**src/rtl/req_enc_pkg.sv**
```systemverilog
// rtl/req_enc_pkg.sv - shared constants, state and index types for the 32-to-5 request encoder
package req_enc_pkg;

    localparam int N_IN  = 32;
    localparam int IDX_W = 5;

    typedef enum logic {
        IDLE = 1'b0,
        SCAN = 1'b1
    } state_e;

    typedef logic [IDX_W-1:0] idx_t;

endpackage

```
**src/rtl/first_set_finder.sv**
```systemverilog
// rtl/first_set_finder.sv - combinational first-set-bit finder; direction set by REQ_ENC_MSB_FIRST_EN
module first_set_finder
    import req_enc_pkg::*;
(
    input  logic [N_IN-1:0] vec_i,
    output idx_t            idx_o,
    output logic            any_o,
    output logic            single_o
);

    localparam logic [N_IN-1:0] ONE = {{(N_IN-1){1'b0}}, 1'b1};

    // Priority scan: the last match written wins, so loop order sets the served end.
    always_comb begin
        idx_o = '0;
`ifdef REQ_ENC_MSB_FIRST_EN
        for (int k = 0; k < N_IN; k++) begin
            if (vec_i[k]) idx_o = idx_t'(k);
        end
`else
        for (int k = N_IN - 1; k >= 0; k--) begin
            if (vec_i[k]) idx_o = idx_t'(k);
        end
`endif
    end

    assign any_o    = |vec_i;
    // Clearing the lowest set bit leaves zero only when exactly one bit was set.
    assign single_o = any_o && ((vec_i & (vec_i - ONE)) == '0);

endmodule

```
**src/rtl/req_encoder_32x5.sv**
```systemverilog
// rtl/req_encoder_32x5.sv - sequential 32-to-5 encoder, one index per beat; optional REQ_ENC_MSB_FIRST_EN
module req_encoder_32x5
    import req_enc_pkg::*;
(
    input  logic            clk,
    input  logic            rst,
    input  logic            in_valid,
    output logic            in_ready,
    input  logic [N_IN-1:0] in_req,
    output logic            out_valid,
    input  logic            out_ready,
    output logic [IDX_W-1:0] out_idx,
    output logic            out_last,
    output logic            none,
    output logic            busy
);

    localparam logic [N_IN-1:0] ONE = {{(N_IN-1){1'b0}}, 1'b1};

    state_e          state_q, state_d;
    logic [N_IN-1:0] pend_q, pend_d;
    logic            rdy_q, rdy_d;
    logic            none_q, none_d;

    idx_t            pend_idx;
    logic            pend_any;
    logic            pend_single;

    first_set_finder u_finder (
        .vec_i    (pend_q),
        .idx_o    (pend_idx),
        .any_o    (pend_any),
        .single_o (pend_single)
    );

    // State, pending vector, ready flag and empty-vector pulse registers.
    always_ff @(posedge clk or posedge rst) begin
        if (rst) begin
            state_q <= IDLE;
            pend_q  <= '0;
            rdy_q   <= 1'b0;
            none_q  <= 1'b0;
        end else begin
            state_q <= state_d;
            pend_q  <= pend_d;
            rdy_q   <= rdy_d;
            none_q  <= none_d;
        end
    end

    // Next-state: capture in IDLE, retire one bit per accepted beat in SCAN.
    always_comb begin
        state_d = state_q;
        pend_d  = pend_q;
        rdy_d   = rdy_q;
        none_d  = 1'b0;
        case (state_q)
            IDLE: begin
                rdy_d = 1'b1;
                if (in_valid && rdy_q) begin
                    pend_d = in_req;
                    if (in_req != '0) begin
                        state_d = SCAN;
                        rdy_d   = 1'b0;
                    end else begin
                        none_d = 1'b1;
                    end
                end
            end
            SCAN: begin
                rdy_d = 1'b0;
                if (!pend_any) begin
                    // Unreachable in normal operation; recovers rather than emitting a bogus index.
                    state_d = IDLE;
                    rdy_d   = 1'b1;
                end else if (out_ready) begin
                    pend_d = pend_q & ~(ONE << pend_idx);
                    if (pend_single) begin
                        state_d = IDLE;
                        rdy_d   = 1'b1;
                    end
                end
            end
            default: begin
                state_d = IDLE;
                pend_d  = '0;
            end
        endcase
    end

    assign in_ready  = rdy_q;
    assign out_valid = (state_q == SCAN);
    assign busy      = (state_q == SCAN);
    assign out_idx   = pend_idx;
    assign out_last  = (state_q == SCAN) && pend_single;
    assign none      = none_q;

endmodule

```
**config.mk**
```make
export PLATFORM = sky130hd
export DESIGN_NAME = req_encoder_32x5
export DESIGN_NICKNAME = d
export VERILOG_FILES = /design/src/rtl/req_enc_pkg.sv /design/src/rtl/first_set_finder.sv /design/src/rtl/req_encoder_32x5.sv
export SDC_FILE = /design/constraint.sdc
export NUM_CORES = 1
export LEC_CHECK = 0
export BUFFER_PORTS_ARGS = -buffer_cell sky130_fd_sc_hd__buf_2
export CAP_MARGIN = 5
export CORE_MARGIN = 1
export CORE_UTILIZATION = 25
export DETAILED_ROUTE_END_ITERATION = 10
export SYNTH_ARGS = -nofsm -noshare
export SYNTH_HDL_FRONTEND = slang
export SYNTH_SLANG_ARGS = --single-unit
export TNS_END_PERCENT = 50
```
**constraint.sdc**
```tcl
create_clock -name clk -period 3.3 [get_ports clk]
set_input_delay 0.495 -clock clk [delete_from_list [all_inputs] [get_ports clk]]
set_output_delay 0.495 -clock clk [all_outputs]
set_load 0.01 [all_outputs]
```
==> reports/summary.log, run 1 <==
qor: outcome.status complete, but fails checks
qor: outcome.failing_checks setup timing
qor: timing.final_critical_path_setup_slack -0.327 ns
qor: power_and_ir_drop.sequentialPowerShare 0.214
qor: clock_tree.hold_bufs_at_cts 0
qor: clock_tree.cts.reportedPaths.clkPinSlew 0.07 ns
qor: worst_hold_path.hold_path.class in -> async
qor: synth.ys.flop_type sky130_fd_sc_hd__dfrtp_1
qor: power_and_ir_drop.overall_power_consumption 2.46 mW
qor: die.die_height 105 um
qor: critical_path.worst_ep_arrival_time 3.13 ns
qor: die.start_util 0.257
qor: die.floorplan.die.width 105 um
qor: power_and_ir_drop.pwr_density_cell 708 nW/um^2
qor: finish.layout.cells.most_common sky130_fd_sc_hd__buf_4
qor: finish.layout_common_cells sky130_fd_sc_hd__buf_4 (54), sky130_fd_sc_hd__buf_2 (45), sky130_fd_sc_hd__nand2_1 (36), sky130_fd_sc_hd__o21ai_0 (36), sky130_fd_sc_hd__dfrtp_1 (35)
qor: clock_tree.tritoncts built
qor: finish.post_route_cells_drive_above_1_share 0.287
qor: synth.synth_edf_count 0
qor: detailed_routing.post_drt_wl_per_cell 18.5 um
qor: die.floorplan.die_area 11000 um^2
qor: detailed_routing.antenna_left 0
qor: critical_path.worstSetupEndpointType primary output
qor: power_and_ir_drop.clockPowerShare 0.143
qor: critical_path.timing.critical_path.from_type flip-flop
qor: placed_design.gp_congestion 0.960
qor: finish.finalCoreUtilization 0.337
qor: synth.synth-warning-count 0
qor: clock_tree.cts.repair.resized 2
qor: timing.worst_slew_pin_slew 0.735 ns
qor: critical_path.worstSetupPathType reg -> out
qor: synth.synthTopCellsByArea sky130_fd_sc_hd__dfrtp_1 (33%), sky130_fd_sc_hd__a22o_1 (7.9%), sky130_fd_sc_hd__o21ai_0 (7.2%), sky130_fd_sc_hd__nand2_1 (5.1%), sky130_fd_sc_hd__nor4_1 (4.5%)
qor: clock_tree.tritoncts.num_buffers 5
qor: power_and_ir_drop.p_int 1.28 mW
qor: detailed_routing.drc_errors 0
qor: timing.fmax 0.276 GHz
qor: timing.holdWs 0.301 ns
qor: synth.yosys.cell_types.count 53
qor: synth.netlist_area 2660 um^2
qor: run.maxCapViolations 0
qor: critical_path.timing.critical_path.required 2.80 ns
qor: timing.final_max_slew_viols 0
qor: die.ios 46
qor: finish.layout.nets 456
qor: die.floorplan_core_area 10300 um^2
qor: grt.wire_length_of_the_first_global_routing_pass 16500 um
qor: clock_tree.clock_sinks 35
qor: grt.grt_max_degree 36
qor: timing.setup-violations-final 1
qor: synth.synthDominantCellAreaShare 0.330
qor: power_and_ir_drop.p_leak 1.55 nW
qor: detailed_routing.routed_wl 10300 um
qor: synth.seq_total_area_yosys 0.330
qor: synth.mappedNetlistNets 373
qor: clock_tree.cts-root-buf sky130_fd_sc_hd__clkbuf_8
qor: detailed_routing.route.detailed.vias_per_inst 5.71
qor: timing.rsz0062_at_grt yes
qor: clock_tree.cts-root-to-sink-buffers 2
qor: critical_path.timing.critical_path.fanout_max 3
qor: detailed_routing.vias 3178
qor: power_and_ir_drop.power_frac_comb 0.643
qor: placed_design.portBuffers 45
qor: timing.layout_min_cycle_time 3.63 ns
qor: timing.relSlewSlack 0.508
qor: power_and_ir_drop.peak_supply_drop 0.311 mV
qor: placed_design.hpwl 8100 um
qor: grt.global_route.usage.total 0.193
qor: grt.antenna_violations_before_repair 0
qor: finish.postLayoutCellArea 3480 um^2
qor: clock_tree.clk_latency 0.29 ns
qor: die.core_rows 37
qor: timing.timing_hold_violations_final 0
qor: finish.area_growth 30.9%
qor: clock_tree.cts_setup_buffers 0
qor: synth.synth_async_sr_flop_share 1.00
qor: timing.finalCritPeriodShare 1.10
qor: detailed_routing.detailed_routing_iterations_pass_1 5
qor: placed_design.placed_cell_area 3360 um^2
qor: timing.finalClockSkew 0.00443 ns
qor: synth.synthesis.area_per_instance 7.88 um^2
qor: clock_tree.h-tree-depth 2
qor: grt.total_gr_overflow 0
qor: synth.synth.largest_area_cell sky130_fd_sc_hd__dfrtp_1
qor: grt.grt_pass1_vias 3127
qor: finish.antenna-diode-count 0
qor: power_and_ir_drop.switching_share 0.479
qor: synth.synth-seq-cells 35
qor: detailed_routing.detailedRoute.firstIterationViolations 263
qor: power_and_ir_drop.p_switching 1.18 mW
qor: synth.post_synth_inst_count 337
path summary, 6_finish.rpt:
path	depth (start not counted)	slack, ns	start	to
min reg2reg	1	0.55	busy	none
min	3	0.30	rst	pend_q[23]
max reg2reg	9	0.25	pend_q[27]	busy
max in group asynchronous	3	2.67	rst	pend_q[2]
min in group clk	2	0.42	in_req[18]	pend_q[18]
max	10	-0.33	pend_q[27]	out_last
stage by stage:
step                TNS [ns]  instances  worst slack (ns)
finish                -0.327        557            -0.327
detailed placement   -0.0348        549           -0.0348
global placement     -0.0891        549           -0.0891
global route          -0.513        557            -0.513
CTS                   -0.320        557            -0.320
floorplan                  0        337             0.201
power groups by stage:
stage               sequential [mW]  combinational, mW  clock, mW
global route                  0.531               1.70      0.379
detailed placement            0.530               1.52          0
global placement              0.529               1.53          0
finish                        0.526               1.58      0.352
CTS                           0.523               1.53      0.356
floorplan                     0.514              0.808          0
critical path, stage by stage, from the launching register on:
cell and delay, ns:
sky130_fd_sc_hd__dfrtp_1 0.38, sky130_fd_sc_hd__or4_4 0.56, sky130_fd_sc_hd__maj3_2 0.31, sky130_fd_sc_hd__or4_1 0.40, sky130_fd_sc_hd__o2bb2ai_1 0.17, sky130_fd_sc_hd__a211oi_2 0.20, sky130_fd_sc_hd__o2111ai_1 0.17, sky130_fd_sc_hd__nor4b_2 0.31
sky130_fd_sc_hd__nand3_1 0.12, sky130_fd_sc_hd__nor2_1 0.09, sky130_fd_sc_hd__buf_2 0.14
final cells by class:
type / count / area (um^2)
Timing Repair Buffer: 99 / 631
Tap cell: 136 / 170
Fill cell: 1111 / 6850
Multi-Input combinational cell: 266 / 1650
Clock buffer: 8 / 100
Inverter: 13 / 48.8
Sequential cell: 35 / 876
per-layer routing:
layer  vias up  wire, um  global-route usage
met4         0       476              0.0946
met2       136      4820               0.318
met1      1549      4500               0.250
met3        33       535              0.0206
li1       1460         -                   -
met5         -         0                   0
cells by family after synthesis:
kind of cell / count (synthesis) / synth area share
DFF: 35 / 0.330
adders and majority gates: 2 / 0.00801
AOI/OAI and AO/OA: 133 / 0.347
and+or+nand+nor: 131 / 0.259
buffers and inverters: 36 / 0.0565
Yosys cell counts, types with 4 or more instances:
library cell                number
sky130_fd_sc_hd__a22o_1         24
sky130_fd_sc_hd__or4_1           5
sky130_fd_sc_hd__inv_1          13
sky130_fd_sc_hd__o21a_1          4
sky130_fd_sc_hd__nor3_1         13
sky130_fd_sc_hd__nand2b_1        4
sky130_fd_sc_hd__nand4_1         4
sky130_fd_sc_hd__nand2_1        36
sky130_fd_sc_hd__o2111ai_1       6
sky130_fd_sc_hd__dfrtp_1        35
sky130_fd_sc_hd__clkbuf_1       17
sky130_fd_sc_hd__nand3_1         5
sky130_fd_sc_hd__nor2_1         27
sky130_fd_sc_hd__nor4_1         19
sky130_fd_sc_hd__o21ai_0        38
sky130_fd_sc_hd__a21oi_1        17
sky130_fd_sc_hd__a21o_1          7
sky130_fd_sc_hd__o31ai_1         8
state kept, by name (all words and copies together), names as in the netlist:
name      count
busy          1
none          1
in_ready      1
pend_q       32
(Power assumes the default switching activity.)
==> inputs of run 2 (changes only) <==
--- a/config.mk
+++ b/config.mk
@@ -9,6 +9,7 @@
 export CAP_MARGIN = 5
 export CORE_MARGIN = 1
 export CORE_UTILIZATION = 25
+export CTS_BUF_LIST = sky130_fd_sc_hd__clkbuf_8 sky130_fd_sc_hd__clkbuf_16
 export DETAILED_ROUTE_END_ITERATION = 10
 export SYNTH_ARGS = -nofsm -noshare
 export SYNTH_HDL_FRONTEND = slang
==> run 2 against run 1 <==
Against the previous run:
- the run still ends with setup timing left
- design area is the same
- clock-buffer cell count shrank 1
- worst hold slack is essentially flat
- highest routed layer unchanged
- critical endpoint unchanged
- sequential cell count is the same
- sequential power is essentially flat
==> reports/summary.log, run 2 (same netlist as run 1, synthesis figures left out) <==
qor: timing.rsz0062_at_grt yes
qor: finish.antenna-diode-count 0
qor: timing.final_max_slew_viols 0
qor: critical_path.critical_path.slowest_cell sky130_fd_sc_hd__or4_4
qor: detailed_routing.routed_wl 10400 um
qor: detailed_routing.detailed_routing_iterations_pass_1 5
qor: timing.layout_min_cycle_time 3.64 ns
qor: critical_path.timing.critical_path.from_type flip-flop
qor: placed_design.portBuffers 45
qor: detailed_routing.antenna_left 0
qor: die.core_rows 37
qor: finish.register_area 876 um^2
qor: power_and_ir_drop.p_leak 1.55 nW
qor: critical_path.timing.critical_path.fanout_max 3
qor: worst_hold_path.hold_path.class in -> async
qor: die.die_height 105 um
qor: grt.grt_pass1_vias 3127
qor: timing.finalClockSkew 0.00460 ns
qor: timing.fmax 0.275 GHz
qor: detailed_routing.vias 3188
qor: grt.global_route.usage.total 0.193
qor: outcome.failing_checks setup timing
qor: grt.met1_routing_resource_usage_after_global_routing 0.250
qor: critical_path.worstSetupEndpointType primary output
qor: finish.area_growth 30.9%
qor: clock_tree.clock_sinks 35
qor: timing.setup_tns -0.341 ns
qor: clock_tree.h-tree-depth 2
qor: placed_design.hpwl 8100 um
qor: critical_path.worst_ep_arrival_time 3.15 ns
qor: timing.worst_slew_pin_slew 0.722 ns
qor: run.maxCapViolations 0
qor: clock_tree.cts_setup_buffers 0
qor: detailed_routing.drc_errors 0
qor: placed_design.placed_cell_area 3360 um^2
qor: timing.holdWs 0.301 ns
qor: clock_tree.tritoncts.num_buffers 5
qor: detailed_routing.detailedRoute.firstIterationViolations 264
qor: finish.layout_common_cells sky130_fd_sc_hd__buf_4 (54), sky130_fd_sc_hd__buf_2 (45), sky130_fd_sc_hd__nand2_1 (36), sky130_fd_sc_hd__o21ai_0 (36), sky130_fd_sc_hd__dfrtp_1 (35)
qor: finish.post_route_cells_drive_above_1_share 0.287
qor: power_and_ir_drop.peak_supply_drop 0.311 mV
qor: critical_path.crit_family simple AND/OR/NAND/NOR gates
qor: timing.finalCritPeriodShare 1.10
qor: grt.globalRouteMet2Util 0.318
qor: critical_path.worstPathBufferInverterCount 1
qor: finish.largest_reg_flops 32
qor: finish.multi_input_comb_area 1650 um^2
qor: grt.global_route.peak_usage_layer met2
qor: clock_tree.clk_latency 0.29 ns
qor: grt.grt_util_met3 0.0206
qor: power_and_ir_drop.pwr_density_cell 706 nW/um^2
qor: die.start_util 0.257
qor: finish.layout.nets 456
qor: critical_path.timing.critical_path.required 2.80 ns
qor: timing.setup-violations-final 1
qor: die.floorplan.die.width 105 um
qor: timing.final_critical_path_setup_slack -0.341 ns
qor: grt.wire_length_of_the_first_global_routing_pass 16500 um
qor: power_and_ir_drop.overall_power_consumption 2.45 mW
qor: clock_tree.tritoncts built
qor: grt.total_gr_overflow 0
qor: placed_design.gp_congestion 0.960
qor: clock_tree.cts-root-to-sink-buffers 2
qor: outcome.status complete, but fails checks
qor: finish.postLayoutCellArea 3480 um^2
qor: critical_path.worstPathCellList or4_4, maj3_2, or4_1, o2bb2ai_1, a211oi_2, o2111ai_1, nor4b_2, nand3_1, nor2_1, buf_2
qor: timing.timing_hold_violations_final 0
qor: grt.antenna_violations_before_repair 0
qor: die.floorplan_core_area 10300 um^2
qor: finish.layout.cells.most_common sky130_fd_sc_hd__buf_4
qor: placed_design.place_ws -0.0348 ns
qor: clock_tree.cts-root-buf sky130_fd_sc_hd__clkbuf_8
qor: clock_tree.cts.reportedPaths.clkPinSlew 0.07 ns
qor: grt.grt_max_degree 36
qor: finish.largest_register pend_q
qor: detailed_routing.route.detailed.vias_per_inst 5.72
qor: detailed_routing.post_drt_wl_per_cell 18.6 um
qor: die.ios 46
qor: critical_path.worstSetupPathType reg -> out
qor: finish.num-fill-cells 1111
qor: timing.relSlewSlack 0.517
qor: critical_path.critPathMaxStageDelay 0.56 ns
qor: die.floorplan.die_area 11000 um^2
==> run 2: cell count changes in the layout (fill, tap and decap cells not counted), sizes merged <==
cell | previous run | this run
clkbuf | 8 | 7
inv | 13 | 14
==> run 2: path summary, 6_finish.rpt <==
check,depth (start not counted),slack [ns],endpoint,startpoint
max,10,-0.34,out_last,pend_q[27]
max in group asynchronous,3,2.67,pend_q[14],rst
min in group clk,2,0.42,pend_q[18],in_req[18]
min reg2reg,1,0.55,none,busy
min,3,0.30,pend_q[23],rst
max reg2reg,9,0.24,busy,pend_q[27]
==> run 2: power breakdown <==
group          switching (mW)  leakage [nW]  internal (mW)
Combinational           0.954          1.03          0.625
Clock                   0.162        0.0557          0.188
Sequential             0.0595         0.468          0.466
==> run 2: what timing repair did <==
item	in CTS	in global routing
endpoints found under the setup margin	1	1
hold buffers	0	0
gates resized for setup	2	3
==> run 2: stage by stage <==
step / std cells / utilization
3_3_place_gp: 549 / 0.325
6_report: 557 / 0.337
3_5_place_dp: 549 / 0.325
5_1_grt: 557 / 0.337
4_1_cts: 557 / 0.336
2_1_floorplan: 337 / -
==> run 2: cell type report <==
| cell class | count | area share |
|---|---|---|
| clock buffers | 7 | 0.0277 |
| clock inverters | 1 | 0.00108 |
| inverters | 13 | 0.0140 |
| multi-input cells | 266 | 0.475 |
| flip-flops and latches | 35 | 0.252 |
| well taps | 136 | 0.0490 |
| repair buffers | 99 | 0.181 |
==> run 2: routing by layer <==
layer,vias up,routed length [um]
met2,140,4820
met5,-,0
met3,34,593
met4,0,479
li1,1461,-
met1,1553,4460
==> run 2: worst min-delay path: stages <==
cell,delay (ns)
sky130_fd_sc_hd__buf_2,0.09
sky130_fd_sc_hd__inv_1,0.04
sky130_fd_sc_hd__buf_4,0.40
==> inputs of run 3 (changes only) <==
--- a/config.mk
+++ b/config.mk
@@ -8,9 +8,9 @@
 export BUFFER_PORTS_ARGS = -buffer_cell sky130_fd_sc_hd__buf_2
 export CAP_MARGIN = 5
 export CORE_MARGIN = 1
-export CORE_UTILIZATION = 25
-export CTS_BUF_LIST = sky130_fd_sc_hd__clkbuf_8 sky130_fd_sc_hd__clkbuf_16
+export CORE_UTILIZATION = 35
 export DETAILED_ROUTE_END_ITERATION = 10
+export REMOVE_ABC_BUFFERS = 1
 export SYNTH_ARGS = -nofsm -noshare
 export SYNTH_HDL_FRONTEND = slang
 export SYNTH_SLANG_ARGS = --single-unit
==> run 3 against run 2 <==
Against the previous run:
- the run still ends with setup timing left
- utilization increased by 14 points
- die area shrank 28%
- first-iteration DRC count up 19%
- global-route usage grew 8.1 points
- design area is 0.40% lower
- critical path type unchanged
- critical endpoint unchanged
- largest cell class unchanged
- highest routed layer unchanged
==> reports/summary.log, run 3 (same netlist as run 1, synthesis figures left out) <==
qor: timing.setup-violations-final 1
qor: power_and_ir_drop.overall_power_consumption 2.48 mW
qor: finish.post_route_cells_drive_above_1_share 0.291
qor: timing.rsz0062_at_grt yes
qor: finish.largest_reg_flops 32
qor: detailed_routing.drc_errors 0
qor: die.die_height 89.1 um
qor: timing.worst_slew_pin_slew 1.04 ns
qor: die.floorplan_core_area 7290 um^2
qor: worst_hold_path.hold_path.class in -> async
qor: clock_tree.cts.reportedPaths.clkPinSlew 0.07 ns
qor: critical_path.timing.critical_path.required 2.80 ns
qor: power_and_ir_drop.pwr_density_cell 718 nW/um^2
qor: timing.final_critical_path_setup_slack -0.272 ns
qor: placed_design.hpwl 7960 um
qor: grt.wire_length_of_the_first_global_routing_pass 16000 um
qor: finish.largest_register pend_q
qor: clock_tree.cts-root-to-sink-buffers 2
qor: finish.area_growth 30.4%
qor: critical_path.worst_ep_arrival_time 3.08 ns
qor: power_and_ir_drop.peak_supply_drop 0.292 mV
qor: timing.final_max_slew_viols 0
qor: finish.layout_common_cells sky130_fd_sc_hd__buf_4 (59), sky130_fd_sc_hd__buf_2 (45), sky130_fd_sc_hd__o21ai_0 (38), sky130_fd_sc_hd__nand2_1 (36), sky130_fd_sc_hd__dfrtp_1 (35)
qor: timing.timing_hold_violations_final 0
qor: detailed_routing.antenna_left 0
qor: timing.layout_min_cycle_time 3.57 ns
qor: clock_tree.clock_sinks 35
qor: run.maxCapViolations 0
qor: finish.layout.nets 461
qor: detailed_routing.post_drt_wl_per_cell 19.3 um
qor: grt.antenna_violations_before_repair 0
qor: clock_tree.tritoncts built
qor: die.core_rows 31
qor: critical_path.timing.critical_path.fanout_max 3
qor: grt.grt_pass1_vias 3033
qor: critical_path.critical_path.reg2reg.endpoint pend_q[22]
qor: die.floorplan.die.width 89.1 um
qor: placed_design.place_ws 0.0660 ns
qor: power_and_ir_drop.p_leak 1.58 nW
qor: die.ios 46
qor: detailed_routing.detailed_routing_iterations_pass_1 5
qor: placed_design.placed_cell_area 3350 um^2
qor: critical_path.timing.reg2reg.worst_path_depth 11
qor: placed_design.gp_congestion 0.997
qor: timing.finalClockSkew 0.00335 ns
qor: finish.layout.cells.most_common sky130_fd_sc_hd__buf_4
qor: clock_tree.h-tree-depth 2
qor: placed_design.portBuffers 45
qor: clock_tree.tritoncts.num_buffers 5
qor: grt.grt_max_degree 35
qor: timing.holdWs 0.304 ns
qor: detailed_routing.detailedRoute.firstIterationViolations 314
qor: outcome.status complete, but fails checks
qor: timing.relSlewSlack 0.304
qor: critical_path.timing.critical_path.from_type flip-flop
qor: finish.postLayoutCellArea 3460 um^2
qor: timing.finalCritPeriodShare 1.08
qor: outcome.failing_checks setup timing
qor: grt.total_gr_overflow 0
qor: critical_path.reg2reg_slack 0.25 ns
qor: critical_path.critical_path.reg2reg.startpoint pend_q[9]
qor: clock_tree.clk_latency 0.29 ns
qor: detailed_routing.route.detailed.vias_per_inst 5.95
qor: die.floorplan.die_area 7940 um^2
qor: critical_path.worstSetupPathType reg -> out
qor: finish.antenna-diode-count 0
qor: critical_path.worstSetupEndpointType primary output
qor: clock_tree.cts_setup_buffers 0
qor: detailed_routing.routed_wl 10200 um
qor: die.start_util 0.364
qor: timing.fmax 0.280 GHz
qor: grt.global_route.usage.total 0.273
qor: clock_tree.cts-root-buf sky130_fd_sc_hd__clkbuf_8
qor: detailed_routing.vias 3124
[run 3: changes by cell type in the layout (fill, tap and decap cells not counted), sizes merged]
cell,previous run,this run
buf,99,104
clkbuf,7,8
inv,14,13
[run 3: power by group]
| part | switching [mW] | internal [mW] | total (mW) | leakage (nW) |
|---|---|---|---|---|
| Clock | 0.166 | 0.191 | 0.356 | 0.0515 |
| Sequential | 0.0643 | 0.466 | 0.530 | 0.468 |
| Combinational | 0.934 | 0.665 | 1.60 | 1.06 |
[run 3: area by class of cell]
| type | instances | area, um^2 |
|---|---|---|
| inverter | 13 | 48.8 |
| timing repair buffer | 104 | 668 |
| clock buffer | 8 | 100 |
| tap | 99 | 124 |
| fill | 771 | 3830 |
| multi-input combinational | 266 | 1650 |
| sequential | 35 | 876 |
[run 3: critical path: stages, from the launching register on]
cell	delay, ns
sky130_fd_sc_hd__dfrtp_1	0.38
sky130_fd_sc_hd__or4_4	0.56
sky130_fd_sc_hd__maj3_2	0.32
sky130_fd_sc_hd__or4_1	0.40
sky130_fd_sc_hd__o2bb2ai_1	0.15
sky130_fd_sc_hd__a211oi_2	0.17
sky130_fd_sc_hd__o2111ai_1	0.16
sky130_fd_sc_hd__nor4b_2	0.29
sky130_fd_sc_hd__nand3_1	0.12
sky130_fd_sc_hd__nor2_1	0.09
sky130_fd_sc_hd__buf_2	0.14
[run 3: metrics by stage]
stage,TNS [ns],std cells,util
floorplan,0,314,-
finish,-0.272,525,0.475
CTS,-0.270,525,0.473
detailed placement,0,517,0.459
global placement,0,517,0.459
global route,-0.449,525,0.475
[run 3: worst max path at each step]
stage               slack, ns        to        from  depth (start not counted)
floorplan                0.24  out_last  pend_q[26]                          9
global route            -0.45  out_last  pend_q[27]                         10
global placement         0.04  out_last  pend_q[27]                         10
CTS                     -0.27  out_last  pend_q[27]                         10
finish                  -0.27  out_last  pend_q[27]                         10
detailed placement       0.07  out_last  pend_q[27]                         10
[run 3: per-layer routing]
layer	wire length [um]	global-route usage	vias to the layer above	part of all wire
met5	0	0	-	0
met4	195	0.0967	0	0.019
met3	604	0.0452	18	0.059
met2	4770	0.445	128	0.47
met1	4590	0.367	1500	0.45
li1	-	-	1478	-
[run 3: repair_timing]
item	in CTS	in global routing
gates cloned	0	0
setup endpoints to repair	1	1
resized for setup	0	2
hold buffers	0	0
